## src/rtl/lane_judge_core_pkg.sv

```systemverilog
`default_nettype none
// +--------------------------------------------------------------------------+
// | lane_judge_core_pkg                                                      |
// | Shared types and default timing/scoring constants for the lane judge.    |
// | Contents: state_t (song FSM states), judge_kind_t (grade codes),         |
// |           default judgement windows (ms) and base points per grade.      |
// | Revision: 1.0 - initial release                                          |
// +--------------------------------------------------------------------------+
package lane_judge_core_pkg;

  typedef enum logic [1:0] {
    ST_IDLE    = 2'd0,
    ST_PLAYING = 2'd1,
    ST_PAUSED  = 2'd2,
    ST_DONE    = 2'd3
  } state_t;

  typedef enum logic [1:0] {
    JK_PERFECT = 2'd0,
    JK_GOOD    = 2'd1,
    JK_MISS    = 2'd2
  } judge_kind_t;

  localparam int DEF_PERFECT_WIN = 40;
  localparam int DEF_GOOD_WIN    = 100;
  localparam int DEF_PTS_PERFECT = 300;
  localparam int DEF_PTS_GOOD    = 100;

endpackage
`default_nettype wire

```

## src/rtl/lane_judge_core_fifo.sv

```systemverilog
`default_nettype none
// +--------------------------------------------------------------------------+
// | lane_judge_core_fifo                                                     |
// | Per-lane pending-note FIFO (DEPTH x W). Head is visible combinationally. |
// | Ports: clk, rst_n (async, active-low), clr_i (sync flush), push_i/din_i, |
// |        pop_i, head_o, full_o, empty_o.                                   |
// | Revision: 1.0 - initial release                                          |
// +--------------------------------------------------------------------------+
module lane_judge_core_fifo #(
  parameter int DEPTH = 8,
  parameter int W     = 20
) (
  input  logic         clk,
  input  logic         rst_n,
  input  logic         clr_i,
  input  logic         push_i,
  input  logic [W-1:0] din_i,
  input  logic         pop_i,
  output logic [W-1:0] head_o,
  output logic         full_o,
  output logic         empty_o
);

  localparam int PTR_W = $clog2(DEPTH);

  logic [W-1:0]   mem_q [DEPTH];
  logic [PTR_W:0] wr_ptr_q;
  logic [PTR_W:0] rd_ptr_q;

  // Extra pointer MSB distinguishes full from empty when the indices match.
  assign empty_o = (wr_ptr_q == rd_ptr_q);
  assign full_o  = (wr_ptr_q[PTR_W] != rd_ptr_q[PTR_W]) &&
                   (wr_ptr_q[PTR_W-1:0] == rd_ptr_q[PTR_W-1:0]);
  assign head_o  = mem_q[rd_ptr_q[PTR_W-1:0]];

  always_ff @(posedge clk or negedge rst_n) begin
    if (!rst_n) begin
      wr_ptr_q <= '0;
      rd_ptr_q <= '0;
    end else if (clr_i) begin
      wr_ptr_q <= '0;
      rd_ptr_q <= '0;
    end else begin
      if (push_i && !full_o) wr_ptr_q <= wr_ptr_q + (PTR_W+1)'(1);
      if (pop_i && !empty_o) rd_ptr_q <= rd_ptr_q + (PTR_W+1)'(1);
    end
  end

  // Storage needs no reset: only entries between the pointers are ever read.
  always_ff @(posedge clk) begin
    if (push_i && !full_o && !clr_i) mem_q[wr_ptr_q[PTR_W-1:0]] <= din_i;
  end

endmodule
`default_nettype wire

```

## src/rtl/lane_judge_core.sv

```systemverilog
`default_nettype none
// +--------------------------------------------------------------------------+
// | lane_judge_core                                                          |
// | N-lane note judge: buffers chart notes per lane, keeps song time, grades |
// | key presses against each lane head (PERFECT/GOOD/MISS), expires unhit    |
// | notes, and accumulates score / combo / max_combo.                        |
// | Ports: clk, rst_n (async, active-low), tick_ms_i, start_i, pause_i,      |
// |        song_end_i, keys_i, note_valid_i/note_ready_o/note_lane_i/        |
// |        note_time_i, song_time_o, judge_valid_o, judge_kind_o, score_o,   |
// |        combo_o, max_combo_o, state_o.                                    |
// | Build option: LANE_JUDGE_COMBO_BONUS_EN - each hit earns an extra        |
// |        base*min(combo,100)/100 points.                                   |
// | Revision: 1.0 - initial release                                          |
// +--------------------------------------------------------------------------+
module lane_judge_core
  import lane_judge_core_pkg::*;
#(
  parameter  int NUM_LANES   = 4,
  parameter  int FIFO_DEPTH  = 8,
  parameter  int TIME_W      = 20,
  parameter  int PERFECT_WIN = DEF_PERFECT_WIN,
  parameter  int GOOD_WIN    = DEF_GOOD_WIN,
  parameter  int PTS_PERFECT = DEF_PTS_PERFECT,
  parameter  int PTS_GOOD    = DEF_PTS_GOOD,
  localparam int LANE_W      = (NUM_LANES > 1) ? $clog2(NUM_LANES) : 1
) (
  input  logic                   clk,
  input  logic                   rst_n,
  input  logic                   tick_ms_i,
  input  logic                   start_i,
  input  logic                   pause_i,
  input  logic                   song_end_i,
  input  logic [NUM_LANES-1:0]   keys_i,
  input  logic                   note_valid_i,
  output logic                   note_ready_o,
  input  logic [LANE_W-1:0]      note_lane_i,
  input  logic [TIME_W-1:0]      note_time_i,
  output logic [TIME_W-1:0]      song_time_o,
  output logic [NUM_LANES-1:0]   judge_valid_o,
  output logic [2*NUM_LANES-1:0] judge_kind_o,
  output logic [31:0]            score_o,
  output logic [15:0]            combo_o,
  output logic [15:0]            max_combo_o,
  output logic [1:0]             state_o
);

  localparam logic [TIME_W:0] PERFECT_X = (TIME_W+1)'(PERFECT_WIN);
  localparam logic [TIME_W:0] GOOD_X    = (TIME_W+1)'(GOOD_WIN);
  localparam logic [31:0]     PTS_P32   = 32'(PTS_PERFECT);
  localparam logic [31:0]     PTS_G32   = 32'(PTS_GOOD);
  localparam logic [LANE_W:0] LANE_CNT  = (LANE_W+1)'(NUM_LANES);

  state_t                 state_q;
  logic [TIME_W-1:0]      song_time_q, song_time_d;
  logic [NUM_LANES-1:0]   keys_prev_q;
  logic [NUM_LANES-1:0]   judge_valid_q;
  logic [2*NUM_LANES-1:0] judge_kind_q;
  logic [31:0]            score_q, score_d;
  logic [15:0]            combo_q, combo_d, max_combo_q, max_combo_d;

  logic                   w_playing, w_live, w_judge_en, w_lane_ok;
  logic [NUM_LANES-1:0]   w_press, w_full, w_hit, w_miss, w_pop;
  logic [2*NUM_LANES-1:0] w_kind;
  logic [31:0]            w_pts [NUM_LANES];
  logic [16:0]            w_hits, w_combo_sum;
  logic [32:0]            w_pts_sum, w_score_sum;

  assign w_playing  = (state_q == ST_PLAYING);
  assign w_live     = w_playing || (state_q == ST_PAUSED);
  // A start pulse flushes everything, so nothing is judged or accepted that cycle.
  assign w_judge_en = w_playing && !start_i;
  assign w_press    = keys_i & ~keys_prev_q;
  assign w_lane_ok  = ({1'b0, note_lane_i} < LANE_CNT);
  // Notes are only taken while a song is live (PLAYING or PAUSED).
  assign note_ready_o = w_live && !start_i && w_lane_ok && !w_full[note_lane_i];

`ifdef LANE_JUDGE_COMBO_BONUS_EN
  logic [31:0] w_bonus_pct;
  assign w_bonus_pct = (combo_q > 16'd100) ? 32'd100 : {16'd0, combo_q};
`endif

  for (genvar g = 0; g < NUM_LANES; g++) begin : g_lane
    logic [TIME_W-1:0] w_head;
    logic              w_empty, w_push, w_expire, w_in_perf, w_perfect, w_good;
    logic [TIME_W:0]   w_head_x, w_time_x, w_limit, w_delta;
    logic [31:0]       w_base;

    assign w_push = note_valid_i && note_ready_o && (note_lane_i == LANE_W'(g));

    lane_judge_core_fifo #(
      .DEPTH (FIFO_DEPTH),
      .W     (TIME_W)
    ) u_fifo (
      .clk     (clk),
      .rst_n   (rst_n),
      .clr_i   (start_i),
      .push_i  (w_push),
      .din_i   (note_time_i),
      .pop_i   (w_pop[g]),
      .head_o  (w_head),
      .full_o  (w_full[g]),
      .empty_o (w_empty)
    );

    // One extra bit so neither the window limit nor the distance can wrap.
    assign w_head_x  = {1'b0, w_head};
    assign w_time_x  = {1'b0, song_time_q};
    assign w_limit   = w_head_x + GOOD_X;
    assign w_delta   = (w_time_x >= w_head_x) ? (w_time_x - w_head_x) : (w_head_x - w_time_x);

    // Expiry outranks a press in the same cycle; the press is simply dropped.
    assign w_expire  = w_judge_en && !w_empty && (w_time_x > w_limit);
    assign w_in_perf = (w_delta <= PERFECT_X);
    assign w_perfect = w_judge_en && !w_empty && !w_expire && w_press[g] && w_in_perf;
    assign w_good    = w_judge_en && !w_empty && !w_expire && w_press[g] && !w_in_perf &&
                       (w_delta <= GOOD_X);

    assign w_miss[g] = w_expire;
    assign w_hit[g]  = w_perfect || w_good;
    assign w_pop[g]  = w_expire || w_perfect || w_good;
    assign w_kind[2*g +: 2] = w_expire ? JK_MISS : (w_good ? JK_GOOD : JK_PERFECT);
    assign w_base    = w_perfect ? PTS_P32 : PTS_G32;

`ifdef LANE_JUDGE_COMBO_BONUS_EN
    assign w_pts[g] = w_hit[g] ? (w_base + (w_base * w_bonus_pct) / 32'd100) : 32'd0;
`else
    assign w_pts[g] = w_hit[g] ? w_base : 32'd0;
`endif
  end

  always_comb begin
    w_hits    = '0;
    w_pts_sum = '0;
    for (int i = 0; i < NUM_LANES; i++) begin
      w_hits    = w_hits + 17'(w_hit[i]);
      w_pts_sum = w_pts_sum + {1'b0, w_pts[i]};
    end
  end

  // Any miss this cycle restarts the combo at this cycle's hit count.
  assign w_combo_sum = {1'b0, combo_q} + w_hits;
  assign combo_d     = (|w_miss) ? w_hits[15:0] :
                       (w_combo_sum[16] ? 16'hFFFF : w_combo_sum[15:0]);
  assign max_combo_d = (combo_d > max_combo_q) ? combo_d : max_combo_q;
  assign w_score_sum = {1'b0, score_q} + w_pts_sum;
  assign score_d     = w_score_sum[32] ? 32'hFFFF_FFFF : w_score_sum[31:0];
  assign song_time_d = (w_playing && tick_ms_i && !(&song_time_q)) ?
                       song_time_q + TIME_W'(1) : song_time_q;

  always_ff @(posedge clk or negedge rst_n) begin
    if (!rst_n) begin
      state_q       <= ST_IDLE;
      song_time_q   <= '0;
      keys_prev_q   <= '0;
      judge_valid_q <= '0;
      judge_kind_q  <= '0;
      score_q       <= '0;
      combo_q       <= '0;
      max_combo_q   <= '0;
    end else begin
      keys_prev_q <= keys_i;
      if (start_i) begin
        state_q       <= ST_PLAYING;
        song_time_q   <= '0;
        judge_valid_q <= '0;
        judge_kind_q  <= '0;
        score_q       <= '0;
        combo_q       <= '0;
        max_combo_q   <= '0;
      end else begin
        song_time_q   <= song_time_d;
        judge_valid_q <= w_pop;
        judge_kind_q  <= w_kind;
        score_q       <= score_d;
        combo_q       <= combo_d;
        max_combo_q   <= max_combo_d;
        case (state_q)
          ST_PLAYING: begin
            if (song_end_i)   state_q <= ST_DONE;
            else if (pause_i) state_q <= ST_PAUSED;
          end
          ST_PAUSED: begin
            if (song_end_i)    state_q <= ST_DONE;
            else if (!pause_i) state_q <= ST_PLAYING;
          end
          default: ;
        endcase
      end
    end
  end

  assign song_time_o   = song_time_q;
  assign judge_valid_o = judge_valid_q;
  assign judge_kind_o  = judge_kind_q;
  assign score_o       = score_q;
  assign combo_o       = combo_q;
  assign max_combo_o   = max_combo_q;
  assign state_o       = state_q;

endmodule
`default_nettype wire

```

## config.mk

```make
export PLATFORM = sky130hd
export DESIGN_NAME = lane_judge_core
export DESIGN_NICKNAME = d
export VERILOG_FILES = /design/src/rtl/lane_judge_core_pkg.sv /design/src/rtl/lane_judge_core_fifo.sv /design/src/rtl/lane_judge_core.sv
export SDC_FILE = /design/constraint.sdc
export NUM_CORES = 1
export LEC_CHECK = 0
export CORE_ASPECT_RATIO = 0.5
export CORE_MARGIN = 4
export CORE_UTILIZATION = 38
export CTS_CLUSTER_SIZE = 8
export DETAILED_ROUTE_END_ITERATION = 16
export PLACE_DENSITY_LB_ADDON = 0.08
export SETUP_SLACK_MARGIN = 0.05
export SLEW_MARGIN = 15
export SYNTH_ARGS = -nofsm -noshare
export SYNTH_HDL_FRONTEND = slang
export SYNTH_SLANG_ARGS = --single-unit
```

## constraint.sdc

```tcl
create_clock -name clk -period 14.7 [get_ports clk]
set_input_delay 2.94 -clock clk [delete_from_list [all_inputs] [get_ports clk]]
set_output_delay 2.94 -clock clk [all_outputs]
set_load 0.05 [all_outputs]
```

### Yosys cells after proc, flatten, opt, wreduce, memory -nomap -nowiden

Memory sizes are Yosys's and may differ from the RTL's.
Index checks and enable logic that the tools add are counted.

| storage, ports and cells | value |
|---|---|
| flip-flop bits (word level) | 134 |
| memory bits (writable) | 640 |
| word-level logic and storage cells | 252 |
| input port bits | 33 |
| output and inout bits | 99 |
| memories kept | 4 |

| cells by class | value |
|---|---|
| equal/unequal tests | 19 |
| muxes and demuxes | 63 |
| reductions and logical operators | 101 |
| bitwise logic cells | 2 |
| magnitude comparators | 18 |
| $add $sub $neg | 29 |

Memories:

| name | depth | width | read ports | clocked after memory_dff | write ports | line | RTL |
|---|---|---|---|---|---|---|---|
| g_lane[0].u_fifo.mem_q | 8 | 20 | 1 | 0 | 1 | lane_judge_core_fifo.sv:26 | `logic [W-1:0] mem_q [DEPTH];` |
| g_lane[1].u_fifo.mem_q | 8 | 20 | 1 | 0 | 1 | lane_judge_core_fifo.sv:26 |  |
| g_lane[2].u_fifo.mem_q | 8 | 20 | 1 | 0 | 1 | lane_judge_core_fifo.sv:26 |  |
| g_lane[3].u_fifo.mem_q | 8 | 20 | 1 | 0 | 1 | lane_judge_core_fifo.sv:26 |  |

Operators by type and width:

| operator | number |
|---|---|
| $sub A20 B20 Y21 | 8 |
| $add A20 B7 Y21 const B | 4 |
| $gt A20 B21 Y1 | 4 |
| $le A21 B6 Y1 const B | 4 |
| $le A21 B7 Y1 const B | 4 |
| $mux W21 | 4 |
| $ge A20 B20 Y1 | 4 |
| $mux W16 | 5 |
| $mux W9 | 8 |
| $mux W4 | 17 |
| $mux W32 | 2 |
| $logic_and A1 B1 Y1 | 54 |
| $mux W20 | 2 |
| $add A32 B12 Y33 | 1 |
| $add A4 B1 Y4 const B | 8 |
| $add A20 B1 Y20 const B | 1 |
| $reduce_and A20 Y1 | 1 |
| $reduce_bool A2 Y1 | 10 |
| $logic_not A1 Y1 | 19 |
| $mux W2 | 9 |
| $add A16 B4 Y17 | 1 |
| $eq A4 B4 Y1 | 4 |
| $gt A16 B16 Y1 | 1 |
| $logic_or A1 B1 Y1 | 13 |
| 22 further kinds | 44 |

### Longest topological paths before layout

Gate-level depths: netlist of the first run.

| depth | value |
|---|---|
| depth after elaboration | 19 |
| gate-level depth with buffers | 52 |
| mapped depth without buffers | 45 |

### Hierarchy

A second synthesis of the first run with hierarchy kept.

| second synthesis, totals | value |
|---|---|
| cell total of the unflattened synthesis | 3,555 |
| area total of the unflattened synthesis | 45,069.5 sq um |

By module, submodules not included:

| module | area each (sq um) | cells each | times used | seq. area each (sq um) |
|---|---|---|---|---|
| lane_judge_core | 17,747.0 | 2,308 | 1 | 2,527.4 |
| lane_judge_core_fifo (g_lane[2].u_fifo) | 6,884.1 | 312 | 1 | 5,004.8 |
| lane_judge_core_fifo (g_lane[1].u_fifo) | 6,880.3 | 312 | 1 | 5,004.8 |
| lane_judge_core_fifo (g_lane[0].u_fifo) | 6,857.8 | 312 | 1 | 5,004.8 |
| lane_judge_core_fifo (g_lane[3].u_fifo) | 6,700.2 | 311 | 1 | 5,004.8 |

### Worst setup path after synthesis of the first run

No wires, ideal clock.

| path | value |
|---|---|
| path type | flip-flop to flip-flop |
| start point | reg g_lane[3].u_fifo.rd_ptr_q[0] |
| end point | reg max_combo_q[10] (netlist: max_combo_o[10]) |
| required time | 14,568 ps |
| stages on the path, launching flop included | 49 |
| clock period less this slack | 10,595 ps |
| arrival | 10,463 ps |
| setup time | 132 ps |
| slack | 4,105 ps |
| buffers on the path | 11 |
| cell sequence | dfrtp_1 -> buf_6 -> buf_12 -> buf_6 -> buf_4 -> buf_1 -> mux4_2 -> mux2i_1 -> inv_1 -> ha_1 -> buf_4 -> and2_1 -> nand3_1 -> a31o_2 -> a2111oi_2 -> or2_2 -> clkbuf_2 -> mux2i_1 -> [... 13 more ...] -> or2_2 -> or3_1 -> clkbuf_1 -> a21oi_1 -> ha_1 -> a21o_1 -> a21o_1 -> a21o_1 -> a21oi_1 -> nor2b_1 -> o21ai_0 -> nand2b_1 -> a21oi_1 -> a32o_1 -> buf_1 -> buf_1 -> mux2i_1 -> nor2_1 |

| on the way | value |
|---|---|
| longest elaborated chain between the ends | 16 |
| elaborated cells on any way between the ends | 30 |
| classes of those cells | 5 x add/sub; 5 x order compare; 1 x eq/ne; 5 x mux; 13 x reduce/logical; 1 x memory |

RTL lines:

| element | line | RTL |
|---|---|---|
| start: declaration | lane_judge_core_fifo.sv:28 | `logic [PTR_W:0] rd_ptr_q;` |
| start signal: assignment | lane_judge_core_fifo.sv:45 | `if (pop_i && !empty_o) rd_ptr_q <= rd_ptr_q + (PTR_W+1)'(1);` |
| $mem_v2 Z8 W20 / $eq A4 B4 Y1 (equally long branches) | n/a |  |
| $add A20 B7 Y21 / $logic_not A1 Y1 (equally long branches) | n/a |  |
| $gt A20 B21 Y1 / $logic_and A1 B1 Y1 (equally long branches) | lane_judge_core.sv:112, lane_judge_core.sv:114, lane_judge_core.sv:115 |  |
| $logic_and A1 B1 Y1 | lane_judge_core.sv:112 | `assign w_expire = w_judge_en && !w_empty && (w_time_x > w_limit);` |
| $logic_not A1 Y1 | lane_judge_core.sv:114, lane_judge_core.sv:115 |  |
| $logic_and A1 B1 Y1 (2 in a row) | lane_judge_core.sv:114, lane_judge_core.sv:115 |  |
| $logic_and A1 B1 Y1 (2 in a row) | lane_judge_core.sv:115 | `assign w_good = w_judge_en && !w_empty && !w_expire && w_press[g] && !w_in_perf &&` |
| $logic_or A1 B1 Y1 | lane_judge_core.sv:119 | `assign w_hit[g] = w_perfect \|\| w_good;` |
| $add A3 B1 Y4 | lane_judge_core.sv:135 | `w_hits = w_hits + 17'(w_hit[i]);` |
| $add A16 B4 Y17 | lane_judge_core.sv:141 | `assign w_combo_sum = {1'b0, combo_q} + w_hits;` |
| $mux W16 | lane_judge_core.sv:143 | `(w_combo_sum[16] ? 16'hFFFF : w_combo_sum[15:0]);` |
| $mux W16 (*) | lane_judge_core.sv:142 | `assign combo_d = (\|w_miss) ? w_hits[15:0] :` |
| $gt A16 B16 Y1 / $mux W16 (equally long branches) | lane_judge_core.sv:144 | `assign max_combo_d = (combo_d > max_combo_q) ? combo_d : max_combo_q;` |
| $reduce_bool A2 Y1 (no source line) / $mux W16 (equally long branches) | n/a |  |
| end signal: assignment | lane_judge_core.sv:176 | `max_combo_q <= max_combo_d;` |
| end: declaration | lane_judge_core.sv:59 | `logic [15:0] combo_q, combo_d, max_combo_q, max_combo_d;` |

Mark *: on every way between the ends. The rest lies on a longest branch, timed or not. The select of a mux whose other input is x is not followed.
A chain may end at the register's enable or synchronous reset.

### Worst setup path in the final report of the first run

| path | value |
|---|---|
| start point | reg g_lane[3].u_fifo.rd_ptr_q[0] |
| end point | reg score_q[13] (netlist: score_o[13]) |

| on the way | value |
|---|---|
| longest elaborated chain between the ends | 15 |
| elaborated cells on any way between the ends | 27 |
| classes of those cells | 5 x add/sub; 4 x order compare; 1 x eq/ne; 5 x mux; 11 x reduce/logical; 1 x memory |

RTL lines:

| element | line | RTL |
|---|---|---|
| $mem_v2 Z8 W20 / $eq A4 B4 Y1 (equally long branches) | n/a |  |
| $add A20 B7 Y21 / $logic_not A1 Y1 (equally long branches) | n/a |  |
| $gt A20 B21 Y1 / $logic_and A1 B1 Y1 (equally long branches) | lane_judge_core.sv:112, lane_judge_core.sv:114, lane_judge_core.sv:115 |  |
| $logic_and A1 B1 Y1 | lane_judge_core.sv:112 |  |
| $logic_not A1 Y1 | lane_judge_core.sv:114, lane_judge_core.sv:115 |  |
| $logic_and A1 B1 Y1 (2 in a row) | lane_judge_core.sv:114, lane_judge_core.sv:115 |  |
| $logic_and A1 B1 Y1 (2 in a row) | lane_judge_core.sv:115 |  |
| $logic_or A1 B1 Y1 | lane_judge_core.sv:119 |  |
| $mux W9 (*) | lane_judge_core.sv:127 | `assign w_pts[g] = w_hit[g] ? w_base : 32'd0;` |
| $add A11 B9 Y12 (*) | lane_judge_core.sv:136 | `w_pts_sum = w_pts_sum + {1'b0, w_pts[i]};` |
| $add A32 B12 Y33 (*) | lane_judge_core.sv:145 | `assign w_score_sum = {1'b0, score_q} + w_pts_sum;` |
| $mux W32 (*) | lane_judge_core.sv:146 | `assign score_d = w_score_sum[32] ? 32'hFFFF_FFFF : w_score_sum[31:0];` |
| $mux W32 (*) | lane_judge_core.sv:162 | `if (start_i) begin` |
| end signal: assignment | lane_judge_core.sv:174 | `score_q <= score_d;` |
| end: declaration | lane_judge_core.sv:58 | `logic [31:0] score_q, score_d;` |

Mark *: on every way between the ends. The rest lies on a longest branch, timed or not.

==> metrics.yaml, run 1 <==
outcome: "completed"
fp.dieH_um: 251
track_usage_pct: 24.2
rows: 88
wl_per_cell_um: 27.6
drc: 0
initial_core_util_pct: 38.6
yosysUniqueCellTypes: 107
fin_crit_ns: 12.26
p_per_area_nw_per_um2: 111
cp-start-kind: "register"
fillers: 10700
clkLatencyLatePin_ns: 0.73
drt-initial-drc-count: 2976
crit_type: "register to register"
reg2regPathDepth: 32
final_cell_mix: "edfxtp_1 (640), ha_1 (288), nand2_1 (219)"
grt_pass1_wl_um: 220000
grt_antenna_before_repair: 1
clk_pin_slew_ns: 0.06
cts_buffers: 107
internal_power_uw: 4100
yosys.area.top_type: "edfxtp_1"
cap_viol_max_count: 0
synthArstFlopShare_pct: 17.2
cts_sinks: 773
stdcell_count: 5530
p_leak_uw: 0.0190
dp_hpwl_um: 108000
skew_ns: 0.0733
io_buffers: 131
syn-num-nets: 4040
post_cts_buffers: 0
drive_gt1_share_pct: 12.6
place_worst_setup_slack_ns: 2.61
path_buf_inv: 3
setup_viol: 0
crit_path_end_kind: "register"
cts-root-buf: "clkbuf_16"
areaGrowthSynthToFinish_pct: 14.6
h-tree-depth: 3
vias: 32300
cp_num_cells: 32
hp-class: "register to register"
worstPathArrival_ns: 12.79
p_sw_share_pct: 28.2
p_comb_share_pct: 16.5
fin_tns_setup_ns: 0
die_w_um: 494
dr.pass1.iters: 5
overflow: 0
critPathSlowestCell: "a211oi_1"
ir_drop_mv: 0.0965
synth_area_per_cell_um2: 12.2
ys_warn_count: 0
synth-main-ff-cell: "edfxtp_1"
post_cts_resized: 0
drv_slew: 0
gp_congestion: 0.970
grt_pass1_vias: 31100
timing.final.ws_setup_ns: 2.44
io_pins: 132
routed_via_density: 5.85
crit_fanout: 26
ctsLongestPathBuffers: 3
worst_pin_slew_ns: 1.25
power_switching_uw: 1610
num-nets-final: 4224
holdPathStages: 1
holdBufCountCts: 0
synth_top_area_share_pct: 42.7
synth-seq-area-share_pct: 50.1
core-area_um2: 116000
grt_max_degree: 73
slew_headroom_pct: 16.0
max_freq_ghz: 0.0815
syn_area_um2: 45000
cts_tree: "built"
rsz0062_at_grt: "no"
postSynthCellCount: 3697
synth_seq_cells: 773
path_delay_family: "simple AND/OR/NAND/NOR gates"
final_common_cell: "edfxtp_1"
ant_nets: 0
max_stage_delay_ns: 0.91
die-area_um2: 124000
post-route-period-util_pct: 83.4
hold_violations: 0
synth-edff-count: 640
p_clk_share_pct: 41.3
seqPwrFrac_pct: 42.3
worstPathRequired_ns: 15.22
drt_wl_total_um: 153000
dpl.cell_count: 5347
yosys-top-cells-area: "edfxtp_1 (43%), ha_1 (8.0%), mux4_2 (8.0%)"
[Yosys cell counts (11+ instances only)]
cell type / count
nor2_1: 240
buf_4: 22
a221oi_1: 13
o22ai_1: 12
mux4_2: 160
a211oi_1: 35
inv_1: 205
nand2b_1: 63
nor2b_1: 37
clkbuf_1: 78
dfrtp_1: 133
or3_1: 21
and2_1: 41
o2111ai_1: 11
mux2i_1: 112
a21o_1: 70
o21a_1: 25
nand3_1: 96
a31oi_1: 26
buf_2: 39
and3_1: 43
or4_1: 12
a21oi_1: 215
o21bai_1: 22
nor3_1: 72
edfxtp_1: 640
xnor2_1: 135
nor4_1: 18
nand3b_1: 19
nand4_1: 59
or2_2: 16
o211ai_1: 24
nand2_1: 219
o21ai_0: 138
ha_1: 288
buf_1: 11
xor2_1: 57
fa_1: 22
[layout make-up]
| cell class | instances | area, um^2 | share of cell area [%] |
|---|---|---|---|
| clock buffers | 171 | 2920 | 5.66 |
| diodes | 2 | 5.00 | 0.00971 |
| well taps | 1575 | 1970 | 3.82 |
| flip-flops and latches | 773 | 22600 | 43.8 |
| multi-input cells | 2552 | 21000 | 40.7 |
| repair buffers | 238 | 2110 | 4.09 |
| clock inverters | 10 | 240 | 0.466 |
| inverters | 209 | 785 | 1.52 |
[kinds of logic after synthesis]
family	after synthesis	share of synthesized area, %
muxes	282	10.8
AOI/OAI and AO/OA	768	11.5
xor gates and xnor gates	192	3.74
and+or+nand+nor	1000	11.3
adders and majority gates	310	8.99
DFF	773	50.1
buffers and inverters	372	3.59
[state kept, by name, summed over array words and instances, names as in the netlist]
signal                  flops
keys_prev_q                 4
max_combo_o                16
song_time_o                20
g_lane.u_fifo.wr_ptr_q     16
combo_o                    16
g_lane.u_fifo.mem_q       640
judge_kind_o                8
state_o                     2
g_lane.u_fifo.rd_ptr_q     16
score_o                    31
judge_valid_o               4
[per-layer routing]
layer	share of wire (%)	up-vias	global-route usage (%)
li1	-	14400	-
met2	41	1126	34.3
met4	2.0	0	5.05
met3	7.2	168	4.54
met5	0	-	0
met1	50	16600	38.0
[power by group through the flow]
stage / Sequential [uW] / Combinational [uW] / Clock [uW]
2_1_floorplan: 2440 / 623 / 0
3_3_place_gp: 2460 / 923 / 0
3_5_place_dp: 2460 / 923 / 0
4_1_cts: 2410 / 927 / 2410
5_1_grt: 2420 / 1010 / 2510
6_report: 2410 / 940 / 2360
[worst paths after layout]
kind                                                   start                           end  slack [ns]
max in group asynchronous                              rst_n  g_lane[2].u_fifo.rd_ptr_q[0]       10.64
min in group asynchronous                              rst_n                   score_o[23]        2.16
worst min register to register  g_lane[1].u_fifo.rd_ptr_q[3]  g_lane[1].u_fifo.rd_ptr_q[3]        0.52
worst min-delay path            g_lane[1].u_fifo.rd_ptr_q[3]  g_lane[1].u_fifo.rd_ptr_q[3]        0.52
worst max register to register  g_lane[3].u_fifo.rd_ptr_q[0]                   score_o[13]        2.44
worst max-delay path            g_lane[3].u_fifo.rd_ptr_q[0]                   score_o[13]        2.44
[metrics by stage]
step           util, %  instance area [um^2]  power [uW]  hold WS [ns]
3_3_place_gp      41.6                 48400        3380         0.498
4_1_cts           44.3                 51500        5750         0.519
6_report          44.3                 51500        5710         0.516
2_1_floorplan        -                 45000        3070         0.466
3_5_place_dp      41.6                 48400        3380         0.511
5_1_grt           44.3                 51500        5940         0.529
(Power assumes the default switching activity.)
==> inputs of run 2 (changes only) <==
- clock period: 14.7 -> 10.53 ns (I/O delays scaled with it)
==> metrics.yaml, run 2 (synthesis results as in run 1) <==
reg2reg_to: "max_combo_o[3]"
cts-root-buf: "clkbuf_16"
grt_pass1_vias: 32000
track_usage_pct: 24.8
cts_sinks: 773
die_w_um: 494
worst_pin_slew_ns: 1.27
io_pins: 132
dr.pass1.iters: 6
r2r-start: "g_lane[1].u_fifo.rd_ptr_q[0]"
largest_reg_flops: 640
crit_fanout: 13
core-area_um2: 116000
hold_violations: 0
drive_gt1_share_pct: 17.9
cts_buffers: 107
drt-initial-drc-count: 3458
cap_viol_max_count: 0
utilization_pct: 45.9
final_common_cell: "edfxtp_1"
areaGrowthSynthToFinish_pct: 18.9
fillers: 10500
max_stage_delay_ns: 0.72
ctsLongestPathBuffers: 3
worstPathRequired_ns: 11.05
clk_pin_slew_ns: 0.05
max_freq_ghz: 0.100
num-nets-final: 4449
cp-start-kind: "register"
grt_antenna_before_repair: 5
rrSetupSlack_ns: 0.53
min_from: "g_lane[1].u_fifo.rd_ptr_q[3]"
drc: 0
setup_viol: 0
drv_slew: 0
p_sw_share_pct: 28.3
holdPathStages: 1
cp_common_cell: "ha_1"
power_switching_uw: 2300
timing.final.ws_setup_ns: 0.528
hp-class: "register to register"
place_worst_setup_slack_ns: -0.0261
fin_tns_setup_ns: 0
min_to: "g_lane[1].u_fifo.rd_ptr_q[3]"
initial_core_util_pct: 38.6
h-tree-depth: 3
die-area_um2: 124000
worstPathArrival_ns: 10.52
internal_power_uw: 5820
seqPwrFrac_pct: 41.3
rsz0062_at_grt: "yes"
skew_ns: 0.0510
reg2regPathDepth: 41
final_cell_mix: "edfxtp_1 (640), buf_4 (322), ha_1 (287)"
ir_drop_mv: 0.147
rows: 88
p_per_area_nw_per_um2: 152
fp.dieH_um: 251
grt_max_degree: 92
critPathSlowestCell: "mux2i_1"
post-route-period-util_pct: 95.0
dp_hpwl_um: 114000
gp_congestion: 0.966
p_leak_uw: 0.0202
cts_tree: "built"
overflow: 0
routed_via_density: 5.74
grt_pass1_wl_um: 225000
fin_crit_ns: 10.00
p_comb_share_pct: 18.5
p_clk_share_pct: 40.2
holdBufCountCts: 0
drt_wl_total_um: 157000
wl_per_cell_um: 27.2
crit_type: "register to register"
io_buffers: 131
ant_nets: 0
outcome: "completed"
slew_headroom_pct: 14.8
clkLatencyLatePin_ns: 0.71
crit_path_end_kind: "register"
vias: 33000
[run 2: cell count changes in the layout (fill, tap and decap cells not counted), sizes merged]
cell	delta
clkbuf	+5
clkdlybuf4s50	+1
inv	-1
diode	+1
bufinv	-1
clkinv	-1
buf	+224
[run 2: metrics by stage]
step                      total power (uW)  hold slack, ns  cell area [um^2]  std cells
final                                 8110           0.503             53500       5758
after global routing                  8440           0.529             53500       5755
after CTS                             8140           0.502             53300       5754
after detailed placement              4850           0.495             50100       5571
after global placement                4850           0.483             50100       5571
after floorplan                       4280           0.466             45000       3697
[run 2: layout make-up]
| type | instances | area (um^2) | area share [%] |
|---|---|---|---|
| clock buffers | 176 | 2980 | 5.57 |
| diodes | 3 | 7.51 | 0.0140 |
| flip-flops and latches | 773 | 22600 | 42.2 |
| repair buffers | 463 | 3910 | 7.30 |
| well taps | 1575 | 1970 | 3.69 |
| multi-input cells | 2552 | 21100 | 39.4 |
| inverters | 209 | 785 | 1.47 |
| clock inverters | 7 | 183 | 0.342 |
[run 2: worst max path at each step]
stage / startpoint / endpoint / slack (ns) / cells past startpoint
global route: g_lane[3].u_fifo.rd_ptr_q[0] / max_combo_o[3] / 0.02 / 45
global placement: g_lane[3].u_fifo.rd_ptr_q[0] / max_combo_o[5] / 0.19 / 40
finish: g_lane[1].u_fifo.rd_ptr_q[0] / max_combo_o[3] / 0.53 / 41
CTS: g_lane[3].u_fifo.rd_ptr_q[0] / max_combo_o[3] / 0.05 / 40
detailed placement: g_lane[3].u_fifo.rd_ptr_q[0] / max_combo_o[8] / -0.03 / 43
floorplan: g_lane[3].u_fifo.rd_ptr_q[0] / max_combo_o[10] / 0.05 / 50
[run 2: power by group through the flow]
stage	Sequential [uW]	Clock [uW]	Combinational, uW
after floorplan	3410	0	870
after global placement	3410	0	1440
after detailed placement	3410	0	1440
after CTS	3350	3350	1440
after global routing	3350	3490	1600
final	3350	3260	1500
[run 2: per-layer routing]
metal	track usage [%]	vias to the layer above	share of wire (%)
met5	0	-	0
met4	5.17	0	2.0
met3	4.18	164	7.0
met2	35.0	1158	41
met1	39.4	16900	50
li1	-	14900	-
[run 2: critical path, delay by kind of cell (launching register included)]
kind                     cells  cell delay, ns
AND/OR/NAND/NOR             11            1.89
AO/OA/AOI/OAI               15            2.93
multiplexers                 3            1.47
adder cells (fa/ha/maj)      7            2.16
buffers and inverters        5            0.82
flip-flops                   1            0.55
[run 2: timing repair]
action	CTS	global route
setup endpoints to repair	16	46
resized for setup	2	34
pin swaps	0	3
buffers inserted	0	1
